**src/rtl/pipe_ctrl_if.sv**
```systemverilog
// Handshake/status bundle between the pipeline datapath and pipe_ctrl.
// master = pipeline side (drives requests), slave = pipe_ctrl.
interface pipe_ctrl_if #(
  parameter int NUM_STAGES = 4,
  parameter int ADDR_W     = 30,
  parameter int IRQ_W      = 8,
  parameter int EXP_W      = 3
);
  logic [NUM_STAGES-1:0] stage_busy;
  logic                  ld_hazard;
  logic [IRQ_W-1:0]      irq;
  logic                  commit_en;
  logic [ADDR_W-1:0]     commit_pc;
  logic [EXP_W-1:0]      commit_exp;
  logic                  commit_eret;
  logic                  ie_we;
  logic                  ie_wdata;
  logic                  mask_we;
  logic [IRQ_W-1:0]      mask_wdata;
  logic [NUM_STAGES-1:0] stall;
  logic [NUM_STAGES-1:0] flush;
  logic                  redirect;
  logic [ADDR_W-1:0]     new_pc;
  logic [ADDR_W-1:0]     epc;
  logic [EXP_W-1:0]      exp_code;
  logic                  exe_mode;
  logic                  ie;
  logic [IRQ_W-1:0]      mask;
  logic                  int_detect;

  modport master (
    output stage_busy, ld_hazard, irq, commit_en, commit_pc, commit_exp, commit_eret,
           ie_we, ie_wdata, mask_we, mask_wdata,
    input  stall, flush, redirect, new_pc, epc, exp_code, exe_mode, ie, mask, int_detect
  );

  modport slave (
    input  stage_busy, ld_hazard, irq, commit_en, commit_pc, commit_exp, commit_eret,
           ie_we, ie_wdata, mask_we, mask_wdata,
    output stall, flush, redirect, new_pc, epc, exp_code, exe_mode, ie, mask, int_detect
  );
endinterface

```
**src/rtl/pipe_ctrl.sv**
```systemverilog
// Pipeline stall/flush generation plus exception/interrupt/ERET redirect control.
// Optional PIPE_CTRL_IRQ_MASK_EN adds a writable interrupt mask register.
module pipe_ctrl #(
  parameter int          NUM_STAGES = 4,
  parameter int          ADDR_W     = 30,
  parameter int          IRQ_W      = 8,
  parameter int          EXP_W      = 3,
  parameter int          HAZ_STAGE  = 1,
  parameter int unsigned EXC_VEC    = 32'h100
) (
  input logic        clk,
  input logic        rst,
  pipe_ctrl_if.slave bus
);

  typedef enum logic {RUN = 1'b0, REDIR = 1'b1} state_t;

  state_t                state;
  state_t                next_state;
  logic [NUM_STAGES-1:0] stall_run;
  logic [NUM_STAGES-1:0] flush_run;
  logic                  busy_acc;
  logic [IRQ_W-1:0]      mask;
  logic                  int_detect;
  logic                  commit_ok;
  logic                  take_exc;
  logic                  take_int;
  logic                  take_eret;
  logic                  take_any;
  logic [ADDR_W-1:0]     target;
  logic                  redirect;
  logic [ADDR_W-1:0]     new_pc;
  logic [ADDR_W-1:0]     epc;
  logic [EXP_W-1:0]      exp_code;
  logic                  exe_mode;
  logic                  ie;
  logic                  saved_mode;
  logic                  saved_ie;

`ifdef PIPE_CTRL_IRQ_MASK_EN
  // Writable interrupt mask, all lines masked out of reset
  always_ff @(posedge clk or negedge rst) begin
    if (!rst) begin
      mask <= '1;
    end else if (bus.mask_we) begin
      mask <= bus.mask_wdata;
    end else begin
      mask <= mask;
    end
  end
`else
  logic unused_mask_wr;
  assign mask           = '0;
  assign unused_mask_wr = ^{bus.mask_we, bus.mask_wdata};
`endif

  // A busy stage holds every stage above it; the hazard holds HAZ_STAGE and above
  always_comb begin
    busy_acc  = 1'b0;
    stall_run = '0;
    flush_run = '0;
    for (int i = NUM_STAGES - 1; i >= 0; i--) begin
      busy_acc     = busy_acc | bus.stage_busy[i];
      stall_run[i] = busy_acc | (bus.ld_hazard & (i <= HAZ_STAGE));
    end
    for (int i = 0; i < NUM_STAGES - 1; i++) begin
      flush_run[i+1] = stall_run[i] & ~stall_run[i+1];
    end
  end

  assign int_detect = bus.ie & (|(bus.irq & ~mask)) & (state == RUN);
  assign commit_ok  = (state == RUN) & bus.commit_en & ~stall_run[NUM_STAGES-1];
  assign take_exc   = commit_ok & (bus.commit_exp != '0);
  assign take_int   = commit_ok & ~take_exc & int_detect;
  assign take_eret  = commit_ok & ~take_exc & ~int_detect & bus.commit_eret;
  assign take_any   = take_exc | take_int | take_eret;

  // Next-state and redirect target selection
  always_comb begin
    next_state = RUN;
    target     = epc;
    case (state)
      RUN: begin
        if (take_any) begin
          next_state = REDIR;
        end else begin
          next_state = RUN;
        end
      end
      REDIR:   next_state = RUN;
      default: next_state = RUN;
    endcase
    if (take_exc || take_int) begin
      target = ADDR_W'(EXC_VEC);
    end else begin
      target = epc;
    end
  end

  // FSM state register
  always_ff @(posedge clk or negedge rst) begin
    if (!rst) begin
      state <= RUN;
    end else begin
      state <= next_state;
    end
  end

  // Architectural control state and redirect outputs
  always_ff @(posedge clk or negedge rst) begin
    if (!rst) begin
      redirect   <= 1'b0;
      new_pc     <= '0;
      epc        <= '0;
      exp_code   <= '0;
      exe_mode   <= 1'b0;
      ie         <= 1'b0;
      saved_mode <= 1'b0;
      saved_ie   <= 1'b0;
    end else begin
      redirect <= take_any;
      if (take_any) begin
        new_pc <= target;
      end
      if (take_exc || take_int) begin
        epc        <= take_exc ? bus.commit_pc : bus.commit_pc + ADDR_W'(1);
        exp_code   <= take_exc ? bus.commit_exp : '0;
        saved_mode <= exe_mode;
        saved_ie   <= ie;
        exe_mode   <= 1'b0;
        ie         <= 1'b0;
      end else if (take_eret) begin
        exe_mode <= saved_mode;
        ie       <= saved_ie;
      end else if (bus.ie_we) begin
        ie <= bus.ie_wdata;
      end
    end
  end

  assign bus.stall      = (state == REDIR) ? '0 : stall_run;
  assign bus.flush      = (state == REDIR) ? '1 : flush_run;
  assign bus.redirect   = redirect;
  assign bus.new_pc     = new_pc;
  assign bus.epc        = epc;
  assign bus.exp_code   = exp_code;
  assign bus.exe_mode   = exe_mode;
  assign bus.ie         = ie;
  assign bus.mask       = mask;
  assign bus.int_detect = int_detect;

endmodule
```
**src/flat_wrapper.sv**
```systemverilog
// flat-port wrapper written by rule: the top's interface ports become plain ports
module pipe_ctrl_flat 
#(
  parameter int          NUM_STAGES = 4,
  parameter int          ADDR_W     = 30,
  parameter int          IRQ_W      = 8,
  parameter int          EXP_W      = 3,
  parameter int          HAZ_STAGE  = 1,
  parameter int unsigned EXC_VEC    = 32'h100
)
  (clk, rst, bus_stage_busy, bus_ld_hazard, bus_irq, bus_commit_en, bus_commit_pc, bus_commit_exp, bus_commit_eret, bus_ie_we, bus_ie_wdata, bus_mask_we, bus_mask_wdata, bus_stall, bus_flush, bus_redirect, bus_new_pc, bus_epc, bus_exp_code, bus_exe_mode, bus_ie, bus_mask, bus_int_detect);
  pipe_ctrl_if #(.NUM_STAGES(NUM_STAGES), .ADDR_W(ADDR_W), .IRQ_W(IRQ_W), .EXP_W(EXP_W)) bus_i ();
  input logic clk;
  input logic rst;
  input wire logic [$bits(bus_i.stage_busy)-1:0] bus_stage_busy;
  input wire logic [$bits(bus_i.ld_hazard)-1:0] bus_ld_hazard;
  input wire logic [$bits(bus_i.irq)-1:0] bus_irq;
  input wire logic [$bits(bus_i.commit_en)-1:0] bus_commit_en;
  input wire logic [$bits(bus_i.commit_pc)-1:0] bus_commit_pc;
  input wire logic [$bits(bus_i.commit_exp)-1:0] bus_commit_exp;
  input wire logic [$bits(bus_i.commit_eret)-1:0] bus_commit_eret;
  input wire logic [$bits(bus_i.ie_we)-1:0] bus_ie_we;
  input wire logic [$bits(bus_i.ie_wdata)-1:0] bus_ie_wdata;
  input wire logic [$bits(bus_i.mask_we)-1:0] bus_mask_we;
  input wire logic [$bits(bus_i.mask_wdata)-1:0] bus_mask_wdata;
  output wire logic [$bits(bus_i.stall)-1:0] bus_stall;
  output wire logic [$bits(bus_i.flush)-1:0] bus_flush;
  output wire logic [$bits(bus_i.redirect)-1:0] bus_redirect;
  output wire logic [$bits(bus_i.new_pc)-1:0] bus_new_pc;
  output wire logic [$bits(bus_i.epc)-1:0] bus_epc;
  output wire logic [$bits(bus_i.exp_code)-1:0] bus_exp_code;
  output wire logic [$bits(bus_i.exe_mode)-1:0] bus_exe_mode;
  output wire logic [$bits(bus_i.ie)-1:0] bus_ie;
  output wire logic [$bits(bus_i.mask)-1:0] bus_mask;
  output wire logic [$bits(bus_i.int_detect)-1:0] bus_int_detect;
  assign bus_i.stage_busy = bus_stage_busy;
  assign bus_i.ld_hazard = bus_ld_hazard;
  assign bus_i.irq = bus_irq;
  assign bus_i.commit_en = bus_commit_en;
  assign bus_i.commit_pc = bus_commit_pc;
  assign bus_i.commit_exp = bus_commit_exp;
  assign bus_i.commit_eret = bus_commit_eret;
  assign bus_i.ie_we = bus_ie_we;
  assign bus_i.ie_wdata = bus_ie_wdata;
  assign bus_i.mask_we = bus_mask_we;
  assign bus_i.mask_wdata = bus_mask_wdata;
  assign bus_stall = bus_i.stall;
  assign bus_flush = bus_i.flush;
  assign bus_redirect = bus_i.redirect;
  assign bus_new_pc = bus_i.new_pc;
  assign bus_epc = bus_i.epc;
  assign bus_exp_code = bus_i.exp_code;
  assign bus_exe_mode = bus_i.exe_mode;
  assign bus_ie = bus_i.ie;
  assign bus_mask = bus_i.mask;
  assign bus_int_detect = bus_i.int_detect;
  pipe_ctrl #(.NUM_STAGES(NUM_STAGES), .ADDR_W(ADDR_W), .IRQ_W(IRQ_W), .EXP_W(EXP_W), .HAZ_STAGE(HAZ_STAGE), .EXC_VEC(EXC_VEC)) u_core (.clk(clk), .rst(rst), .bus(bus_i));
endmodule
```
**config.mk**
```make
export PLATFORM = sky130hd
export DESIGN_NAME = pipe_ctrl_flat
export DESIGN_NICKNAME = d
export VERILOG_FILES = /design/src/rtl/pipe_ctrl_if.sv /design/src/rtl/pipe_ctrl.sv /design/src/flat_wrapper.sv
export SDC_FILE = /design/constraint.sdc
export NUM_CORES = 1
export LEC_CHECK = 0
export CORE_MARGIN = 10
export CORE_UTILIZATION = 40
export CTS_CLUSTER_SIZE = 14
export DETAILED_ROUTE_END_ITERATION = 8
export PLACE_DENSITY = 0.77
export SLEW_MARGIN = 20
export SYNTH_ARGS = -nofsm -noshare
export SYNTH_HDL_FRONTEND = slang
export SYNTH_SLANG_ARGS = --single-unit
```
**constraint.sdc**
```tcl
create_clock -name clk -period 2.4 [get_ports clk]
set_clock_uncertainty 0.1 [all_clocks]
set_input_delay 0.6 -clock clk [delete_from_list [all_inputs] [get_ports clk]]
set_output_delay 0.6 -clock clk [all_outputs]
set_load 0.1 [all_outputs]
```
Word-level counts from Yosys, hierarchy flattened
Cells that the tools add are included.
{"block": "totals", "regBits": 69, "in_bits": 61, "out_inout_bits": 83, "wordCells": 52}
{"block": "op_classes", "add_sub_neg": 1, "n_mux": 12, "bitwise_logic": 25, "n_reduce_logical": 5}
{"cell": "2-to-1 mux 30 bit", "count": 2}
{"cell": "adder 30 x 1 -> 30 bit (second input constant)", "count": 1}
{"cell": "bitwise AND 1 bit", "count": 12}
{"cell": "2-to-1 mux 4 bit", "count": 2}
{"cell": "OR reduction 8 bit", "count": 1}
{"cell": "bitwise OR 1 bit", "count": 7}
{"cell": "2-to-1 mux 1 bit", "count": 6}
{"cell": "inverter 1 bit", "count": 6}
{"cell": "nonzero test 3 bit", "count": 2}
{"cell": "2-to-1 mux 3 bit", "count": 1}
{"cell": "case mux 1 bit (2 select lines)", "count": 1}
{"cell": "nonzero test 2 bit", "count": 1}
{"cell": "logical OR 1 bit", "count": 1}

Logic depth before layout (Yosys ltp)
Gate-level depths: netlist (run 1).
{"block": "depth", "depth_word": 11, "ltp_mapped": 7, "mapped_depth_nobuf": 5}

Worst setup path after synthesis (run 1)
No wires, ideal clock.
{"block": "synth_path", "path_type": "register to output", "from": "register u_core.ie, in the netlist u_core.bus.ie", "to": "output bus_int_detect", "t_arrival_ns": 2.399, "required_ns": 1.700, "path_slack_ns": -0.699, "path_stages_with_launch": 5, "n_path_buf": 1, "path_cell_list": "dfrtp_1 nor2b_1 o21ai_2 inv_2 clkbuf_1"}
{"block": "synth_via", "elab_chain_len": 2}
{"item": "start, declared", "line_no": "pipe_ctrl.sv:36", "rtl": "logic ie;"}
{"item": "start signal, assigned", "line_no": "pipe_ctrl.sv:134", "rtl": "ie <= saved_ie;"}
{"item": "start signal, assigned", "line_no": "pipe_ctrl.sv:136", "rtl": "ie <= bus.ie_wdata;"}
{"item": "bitwise AND 1 bit (2 in series)", "line_no": "pipe_ctrl.sv:71", "rtl": "assign int_detect = bus.ie & (|(bus.irq & ~mask)) & (state == RUN);"}
{"item": "end, declared", "line_no": "flat_wrapper.sv:35", "rtl": "output wire logic [$bits(bus_i.int_detect)-1:0] bus_int_detect;"}
No other way between the ends.

Worst setup path in the final report (run 1)
{"block": "layout_path", "from": "input bus_irq[4]", "to": "output bus_int_detect"}
{"block": "layout_via", "elab_chain_len": 3}
{"item": "start, declared", "line_no": "flat_wrapper.sv:17", "rtl": "input wire logic [$bits(bus_i.irq)-1:0] bus_irq;"}
{"item": "OR reduction 8 bit", "line_no": "pipe_ctrl.sv:71"}
{"item": "bitwise AND 1 bit (2 in series)", "line_no": "pipe_ctrl.sv:71"}
No other way between the ends.

==> results.sh, run 1 <==
export IMPL_outcome="finished clean"
export IMPL_synth_top_cell_by_area="dfrtp_1"
export IMPL_drt_iter0_markers=335
export IMPL_pwr_share_clk=0.224
export IMPL_hold_violations=0
export IMPL_p_per_area_mw_per_mm2=846
export IMPL_final_util=0.650
export IMPL_die_area_mm2=0.0134
export IMPL_fin_ws_ns=0.0149
export IMPL_final_layout_size_suffix_gt1_frac=0.338
export IMPL_cts_tree="done"
export IMPL_fin_crit_sh=0.994
export IMPL_yosysSeqAreaShare=0.471
export IMPL_grt_pass1_vias=4076
export IMPL_grt_remaining_overflow=0
export IMPL_rsz0062_at_grt="false"
export IMPL_p_sw_w=0.00234
export IMPL_yosysWarnings=0
export IMPL_ys_async_sr_fraction=1.00
export IMPL_synth_ff_type="dfrtp_1"
export IMPL_min_path_type="input port to async pin"
export IMPL_core_mm2=0.00881
export IMPL_critPathKind="input port to output port"
export IMPL_ir_drop_mv=0.435
export IMPL_htreeDepth=3
export IMPL_antenna_left=0
export IMPL_slew_violations=0
export IMPL_grt_usage=0.197
export IMPL_maxCapViolations=0
export IMPL_power_leakage_nw=2.52
export IMPL_ys_seq_elements=69
export IMPL_cts_hold_buf=0
export IMPL_grt_pass1_wl_mm=21.1
export IMPL_path_clk_slew_ns=0.08
export IMPL_syn_inst=401
export IMPL_vias=4018
export IMPL_rows=34
export IMPL_ys_types=51
export IMPL_syn_avg_cell_area_um2=9.14
export IMPL_port_buffers=126
export IMPL_yosysMostFrequentCell="dfrtp_1"
export IMPL_drc=0
export IMPL_synth_edf_count=0
export IMPL_post_place_ws_ns=-0.392
export IMPL_start_util=0.416
export IMPL_seqPwrFrac=0.309
export IMPL_fin_crit_ns=2.39
export IMPL_firstDrtPassIters=5
export IMPL_die_w_um=116
export IMPL_nNetsFinal=648
export IMPL_fmax_mhz=419
export IMPL_worstSetupStartpointType="input port"
export IMPL_postRouteWirelength_mm=13.5
export IMPL_worst_ep_arrival_time_ns=1.69
export IMPL_die_h_um=116
export IMPL_viasPerCell=5.75
export IMPL_dp_hpwl_mm=10.0
export IMPL_p_int_w=0.00250
export IMPL_synth_top_cell_area_share=0.471
export IMPL_grt_antenna_before_repair=0
export IMPL_synth_commonest_cells="dfrtp_1, nand3_1, o21ai_0"
export IMPL_clkLatencyLatePin_ns=0.34
export IMPL_grt_max_degree=70
export IMPL_antennaDiodeCount=0
export IMPL_netlist_area_mm2=0.00366
export IMPL_gp_congestion=0.885
export IMPL_num_io_pins=144
export IMPL_synthTopCellsByArea="dfrtp_1, nand3_1, o21ai_0"
export IMPL_p_sw_frac=0.483
export IMPL_cts_sinks=69
export IMPL_setup_violations=0
export IMPL_wl_per_cell_um=19.3
export IMPL_power_frac_comb=0.468
export IMPL_endpoint_kind="output port"
export IMPL_reg2reg_slack_ns=0.29
export IMPL_area_growth_pct=56.2
export IMPL_numCtsBuffers=9
export IMPL_cp_max_fo=2
export IMPL_cts_root_buffer="clkbuf_8"
export IMPL_crit_required_ns=1.70
export IMPL_cts_buffer_depth=2
## through the flow
stage	hold slack [ns]	cells	power (W)	setup TNS, ns	cell area [um^2]
after floorplan	0.204	408	0.00305	-0.135	3710
after global placement	0.368	675	0.00374	-17.59	5410
after detailed placement	0.399	675	0.00376	-18.67	5410
after CTS	0.169	693	0.00484	-0.0152	5660
after global routing	0.170	699	0.00500	0	5720
final	0.141	699	0.00484	0	5720
## path summary, 6_finish.rpt
check,from,end,depth (start not counted)
max,bus_irq[4],bus_int_detect,5
min,rst,u_core.bus.exp_code[2]$_DFFE_PN0P_,2
max reg2reg,u_core.state$_DFF_PN0_,u_core.bus.epc[27]$_DFFE_PN0P_,5
min reg2reg,u_core.bus.exp_code[1]$_DFFE_PN0P_,u_core.bus.exp_code[1]$_DFFE_PN0P_,1
max in group asynchronous,rst,u_core.bus.epc[3]$_DFFE_PN0P_,2
min in group clk,u_core.bus.exp_code[1]$_DFFE_PN0P_,u_core.bus.exp_code[1]$_DFFE_PN0P_,1
## cell type report
cell class / count / area (um^2)
well taps: 108 / 135
repair buffers: 205 / 1780
clock buffers: 13 / 159
inverters: 5 / 18.8
clock inverters: 3 / 67.6
fillers: 707 / 3080
multi-input cells: 296 / 1830
flip-flops and latches: 69 / 1730
## worst max-delay path, stage by stage
cell and delay (ns):
clkbuf_2 0.08, or4_4 0.56, o21ai_4 0.20, inv_2 0.07, buf_12 0.16
## kinds of logic after synthesis
kind of cell | Yosys count | synth area share
other | 1 | 0.00102
AO/OA/AOI/OAI | 136 | 0.223
flip-flops | 69 | 0.471
AND/OR/NAND/NOR | 140 | 0.219
adder cells (fa/ha/maj) | 1 | 0.00341
buffers and inverters | 44 | 0.0570
XOR/XNOR | 7 | 0.0167
multiplexers | 3 | 0.00888
## power by group through the flow
stage	clock, W	sequential, W	combinational (W)
after CTS	0.00109	0.00149	0.00226
after detailed placement	0	0.00151	0.00226
after global routing	0.00115	0.00151	0.00234
after floorplan	0	0.00256	0.000495
after global placement	0	0.00150	0.00224
final	0.00108	0.00149	0.00226
## routing by layer
metal	part of all wire	wire length, um	global-route usage
met1	0.40	5340	0.239
met4	0.020	267	0.0667
met2	0.51	6940	0.342
met5	0	0	0
met3	0.069	935	0.0393
## what timing repair did
| action | CTS | global route |
|---|---|---|
| gates resized for setup | 27 | 16 |
| pin swaps | 5 | 12 |
| buffers inserted | 2 | 5 |
| endpoints found under the setup margin | 6 | 13 |
| gates cloned | 0 | 1 |
## placed cells by master, fill, tap and decap left out, drive strengths merged, types with 4 or more instances in the layout
master and count:
dlygate4sd2 4, a31oi 20, clkbuf 17, inv 5, o211ai 5, nand2 10
nor3 26, o31ai 11, or3 12, nor2 6, dlymetal6s2s 4, nand3 48
clkdlybuf4s50 34, dfrtp 69, and3 6, o21ai 52, or4 14, xor2 4
nand4 7, conb 8, a21oi 33, buf 158
## flip-flops by register name, indices dropped and copies added, names as in the netlist
register	flops
u_core.bus.epc	30
u_core.bus.exe_mode	1
u_core.bus.exp_code	3
u_core.bus.ie	1
u_core.bus.new_pc	30
u_core.bus.redirect	1
u_core.saved_ie	1
u_core.saved_mode	1
u_core.state	1
No activity file was read; power rests on OpenSTA's default activity.
==> inputs of run 2 (changes only) <==
Settings changed: CORE_MARGIN 10 to 5.
==> run 2 against run 1 <==
Sequential cell count unchanged. Clock power is 6% lower. Via count down 0.77%. Critical path depth did not move. Non-clock buffer count up 5.
==> results.sh, run 2 (same netlist as run 1, synthesis figures left out) <==
export IMPL_outcome="finished clean"
export IMPL_grt_usage=0.219
export IMPL_die_w_um=106
export IMPL_endpoint_kind="flip-flop"
export IMPL_fin_crit_ns=2.36
export IMPL_rsz0062_at_grt="true"
export IMPL_final_util=0.634
export IMPL_critPathKind="input port to flip-flop"
export IMPL_fmax_mhz=423
export IMPL_dpl_cell_area_mm2=0.00549
export IMPL_cts_root_buffer="clkbuf_8"
export IMPL_numCtsBuffers=9
export IMPL_cp_max_fo=5
export IMPL_worst_ep_arrival_time_ns=2.53
export IMPL_rows=35
export IMPL_grt_pass1_wl_mm=19.6
export IMPL_antenna_left=0
export IMPL_min_path_type="input port to async pin"
export IMPL_final_layout_size_suffix_gt1_frac=0.335
export IMPL_dp_hpwl_mm=9.29
export IMPL_hold_violations=0
export IMPL_totalPowerFinal_w=0.00475
export IMPL_mostFrequentLayoutCell="buf_4"
export IMPL_maxCapViolations=0
export IMPL_drc=0
export IMPL_p_per_area_mw_per_mm2=828
export IMPL_wl_per_cell_um=17.4
export IMPL_postRouteWirelength_mm=12.3
export IMPL_path_clk_slew_ns=0.07
export IMPL_die_h_um=106
export IMPL_clkLatencyLatePin_ns=0.35
export IMPL_crit_required_ns=2.56
export IMPL_fin_area_mm2=0.00574
export IMPL_slew_violations=0
export IMPL_antennaDiodeCount=0
export IMPL_drt_iter0_markers=231
export IMPL_reg_top3="u_core.bus.epc: 30 flops, u_core.bus.new_pc: 30 flops, u_core.bus.exp_code: 3 flops"
export IMPL_grt_max_degree=70
export IMPL_firstDrtPassIters=5
export IMPL_power_leakage_nw=2.51
export IMPL_viasPerCell=5.66
export IMPL_port_buffers=126
export IMPL_ir_drop_mv=0.463
export IMPL_htreeDepth=3
export IMPL_fin_ws_ns=0.0352
export IMPL_slowest_delay_ns=0.59
export IMPL_nNetsFinal=652
export IMPL_final_cell_mix="buf_4, dfrtp_1, o21ai_0, nand3_1, clkdlybuf4s50_1"
export IMPL_grt_antenna_before_repair=0
export IMPL_cts_sinks=69
export IMPL_cts_hold_buf=0
export IMPL_cp_slowest_cell="or4_4"
export IMPL_grt_pass1_vias=4034
export IMPL_grt_remaining_overflow=0
export IMPL_gp_congestion=0.878
export IMPL_worstSetupStartpointType="input port"
export IMPL_die_area_mm2=0.0112
export IMPL_start_util=0.404
export IMPL_post_place_ws_ns=-0.411
export IMPL_vias=3987
export IMPL_fin_crit_sh=0.985
export IMPL_cts_buffer_depth=2
export IMPL_num_io_pins=144
export IMPL_cp_cell_sequence="clkdlybuf4s50_1, nand4_1, or4_4, or4_1, a31oi_1"
export IMPL_setup_violations=0
export IMPL_area_growth_pct=56.8
export IMPL_cts_tree="done"
export IMPL_core_mm2=0.00906
## run 2: cell types whose count changed in the layout (fill, tap and decap cells not counted), moves of 2 or more
cell,delta
dlymetal6s2s_1,-3
clkdlybuf4s50_1,+4
clkbuf_8,-2
buf_4,+2
buf_12,+2
## run 2: per-layer routing
layer / vias to the layer above / global-route usage / share of wire
met2: 163 / 0.374 / 0.50
met5: - / 0 / 0
li1: 1891 / - / -
met3: 20 / 0.0318 / 0.062
met1: 1913 / 0.280 / 0.41
met4: 0 / 0.0823 / 0.019
## run 2: critical path: cells and delay by family
family / cells / cell delay [ns]
buffers and inverters: 1 / 0.48
and+or+nand+nor: 3 / 1.26
AOI/OAI and AO/OA: 1 / 0.19
## run 2: power by group
part	total, W	switching [W]	internal [W]
clock network	0.00101	0.000430	0.000580
registers	0.00149	0.000168	0.00132
logic	0.00225	0.00171	0.000547
total	0.00475	0.00231	0.00245
## run 2: through the flow
stage                     hold slack, ns  cells  TNS [ns]
final                              0.161    705         0
after global routing               0.182    705  -0.00726
after CTS                          0.176    704         0
after detailed placement           0.396    685    -18.41
after global placement             0.367    685    -16.98
after floorplan                    0.204    408    -0.135
## run 2: worst paths after layout
check,startpoint,to,slack (ns),cells after the start
worst max-delay path,bus_commit_pc[8],u_core.bus.epc[29]$_DFFE_PN0P_,0.04,5
worst min-delay path,rst,u_core.bus.new_pc[25]$_DFFE_PN0P_,0.16,2
worst max register to register,u_core.state$_DFF_PN0_,u_core.bus.epc[25]$_DFFE_PN0P_,0.38,5
worst min register to register,u_core.bus.exp_code[1]$_DFFE_PN0P_,u_core.bus.exp_code[1]$_DFFE_PN0P_,0.41,1
max in group asynchronous,rst,u_core.saved_mode$_DFFE_PN0P_,1.75,2
min in group clk,u_core.bus.exp_code[1]$_DFFE_PN0P_,u_core.bus.exp_code[1]$_DFFE_PN0P_,0.41,1
## run 2: layout make-up
cell class / count / area, um^2
Clock buffer: 11 / 131
Clock inverter: 4 / 73.8
Fill cell: 726 / 3320
Inverter: 5 / 18.8
Multi-Input combinational cell: 295 / 1810
Sequential cell: 69 / 1730
Tap cell: 111 / 139
Timing Repair Buffer: 210 / 1850
## run 2: repair_timing
action	4_1_cts	5_1_grt
gates resized for setup	23	11
pin swaps	6	7
endpoints found under the hold margin	0	0
buffers inserted	4	1
setup endpoints to repair	8	11
==> inputs of run 3 (changes only) <==
Settings changed: SKIP_LAST_GASP from default to 1.
==> run 3 against run 2 <==
Sequential cell count is the same. Combinational power about the same. Setup slack got worse by 0.0039 ns. Largest cell class unchanged. Die area stayed put.
==> results.sh, run 3 (same netlist as run 1, synthesis figures left out) <==
export IMPL_wl_per_cell_um=17.5
export IMPL_fin_crit_ns=2.37
export IMPL_hold_violations=0
export IMPL_firstDrtPassIters=4
export IMPL_drt_iter0_markers=230
export IMPL_grt_max_degree=70
export IMPL_fin_crit_sh=0.987
export IMPL_grt_antenna_before_repair=0
export IMPL_die_area_mm2=0.0112
export IMPL_finalSetupTns_ns=0
export IMPL_seqPwrFrac=0.313
export IMPL_clkLatencyLatePin_ns=0.35
export IMPL_maxCapViolations=0
export IMPL_fin_cells=704
export IMPL_start_util=0.404
export IMPL_rsz0062_at_grt="true"
export IMPL_final_cell_mix="buf_4, dfrtp_1, o21ai_0, nand3_1, clkdlybuf4s50_1"
export IMPL_area_growth_pct=56.8
export IMPL_outcome="finished clean"
export IMPL_endpoint_kind="flip-flop"
export IMPL_cts_tree="done"
export IMPL_ir_drop_mv=0.463
export IMPL_die_w_um=106
export IMPL_drc=0
export IMPL_setup_violations=0
export IMPL_vias=3954
export IMPL_mostFrequentLayoutCell="buf_4"
export IMPL_crit_required_ns=2.57
export IMPL_cp_cell_sequence="clkdlybuf4s50_1, or3_4, a2111o_1, buf_4, or3_1, a31oi_1"
export IMPL_num_io_pins=144
export IMPL_htreeDepth=3
export IMPL_grt_pass1_wl_mm=19.7
export IMPL_slowest_delay_ns=0.43
export IMPL_grt_pass1_vias=4044
export IMPL_worstSetupStartpointType="input port"
export IMPL_gp_congestion=0.878
export IMPL_worst_ep_arrival_time_ns=2.53
export IMPL_slew_violations=0
export IMPL_p_sw_w=0.00231
export IMPL_cp_max_fo=8
export IMPL_critPathKind="input port to flip-flop"
export IMPL_nNetsFinal=651
export IMPL_cts_buffer_depth=2
export IMPL_cp_slowest_cell="clkdlybuf4s50_1"
export IMPL_viasPerCell=5.62
export IMPL_final_layout_size_suffix_gt1_frac=0.332
export IMPL_path_clk_slew_ns=0.07
export IMPL_p_per_area_mw_per_mm2=829
export IMPL_cts_root_buffer="clkbuf_8"
export IMPL_rows=35
export IMPL_p_int_w=0.00245
export IMPL_numCtsBuffers=9
export IMPL_pwr_share_clk=0.212
export IMPL_port_buffers=126
export IMPL_grt_remaining_overflow=0
export IMPL_power_frac_comb=0.474
export IMPL_reg2reg_from="u_core.state$_DFF_PN0_"
export IMPL_cts_sinks=69
export IMPL_r2r_end="u_core.bus.epc[20]$_DFFE_PN0P_"
export IMPL_core_mm2=0.00906
export IMPL_reg_top3="u_core.bus.epc: 30 flops, u_core.bus.new_pc: 30 flops, u_core.bus.exp_code: 3 flops"
export IMPL_power_leakage_nw=2.50
export IMPL_r2r_cells=5
export IMPL_dp_cells=685
export IMPL_postRouteWirelength_mm=12.3
export IMPL_antenna_left=0
export IMPL_antennaDiodeCount=0
export IMPL_p_sw_frac=0.486
export IMPL_dp_hpwl_mm=9.29
export IMPL_die_h_um=106
export IMPL_reg2reg_slack_ns=0.39
export IMPL_min_path_type="input port to async pin"
export IMPL_final_util=0.634
export IMPL_fmax_mhz=422
export IMPL_grt_usage=0.220
-- run 3: cell types whose count changed in the layout (fill, tap and decap cells not counted) --
cell,previous run,this run
buf_2,3,1
a21oi_2,1,0
a21oi_4,0,1
buf_6,1,0
clkbuf_2,4,5
dlygate4sd2_1,3,4
-- run 3: power by group through the flow --
stage / combinational (W) / clock, W / sequential (W)
floorplan: 0.000495 / 0 / 0.00256
global placement: 0.00224 / 0 / 0.00150
detailed placement: 0.00226 / 0 / 0.00150
CTS: 0.00226 / 0.00102 / 0.00148
global route: 0.00233 / 0.00106 / 0.00151
finish: 0.00226 / 0.00101 / 0.00149
-- run 3: worst max path at each step --
stage / cells after the start / from / to / slack, ns
4_1_cts: 5 / bus_irq[2] / bus_int_detect / -0.03
3_3_place_gp: 5 / bus_commit_exp[1] / u_core.bus.epc[15]$_DFFE_PN0P_ / -0.39
6_report: 6 / bus_commit_exp[1] / u_core.bus.epc[19]$_DFFE_PN0P_ / 0.03
2_1_floorplan: 4 / bus_irq[5] / bus_int_detect / -0.13
3_5_place_dp: 5 / bus_commit_exp[1] / u_core.bus.epc[15]$_DFFE_PN0P_ / -0.41
5_1_grt: 8 / bus_commit_exp[1] / u_core.bus.epc[20]$_DFFE_PN0P_ / -0.01
-- run 3: critical path: cells and delay by family --
family / cells / cell delay (ns)
AOI/OAI and AO/OA: 2 / 0.60
and+or+nand+nor: 2 / 0.72
buffers and inverters: 2 / 0.61
-- run 3: final cells by class --
class	count	area [um^2]
flip-flops and latches	69	1730
multi-input cells	295	1810
clock buffers	11	131
inverters	5	18.8
well taps	111	139
clock inverters	4	73.8
fillers	727	3320
repair buffers	209	1840
-- run 3: stage by stage --
stage	setup WS [ns]	total power [W]	instance area [um^2]	hold WS, ns
4_1_cts	-0.0253	0.00476	5740	0.176
3_5_place_dp	-0.411	0.00376	5490	0.396
6_report	0.0313	0.00476	5740	0.161
3_3_place_gp	-0.394	0.00373	5490	0.367
5_1_grt	-0.0134	0.00491	5740	0.185
2_1_floorplan	-0.135	0.00305	3710	0.204
-- run 3: per-layer routing --
| layer | vias to the layer above | global-route usage | part of all wire |
|---|---|---|---|
| li1 | 1887 | - | - |
| met1 | 1891 | 0.282 | 0.41 |
| met2 | 145 | 0.374 | 0.50 |
| met3 | 31 | 0.0318 | 0.059 |
| met4 | 0 | 0.0851 | 0.027 |
| met5 | - | 0 | 0 |
-- run 3: repair_timing --
action                                  CTS  global route
endpoints found under the setup margin    8            11
buffers inserted                          4             0
hold buffers                              0             0
resized for setup                        20            12
pin swaps                                 6             6
hold endpoints to repair                  0             0
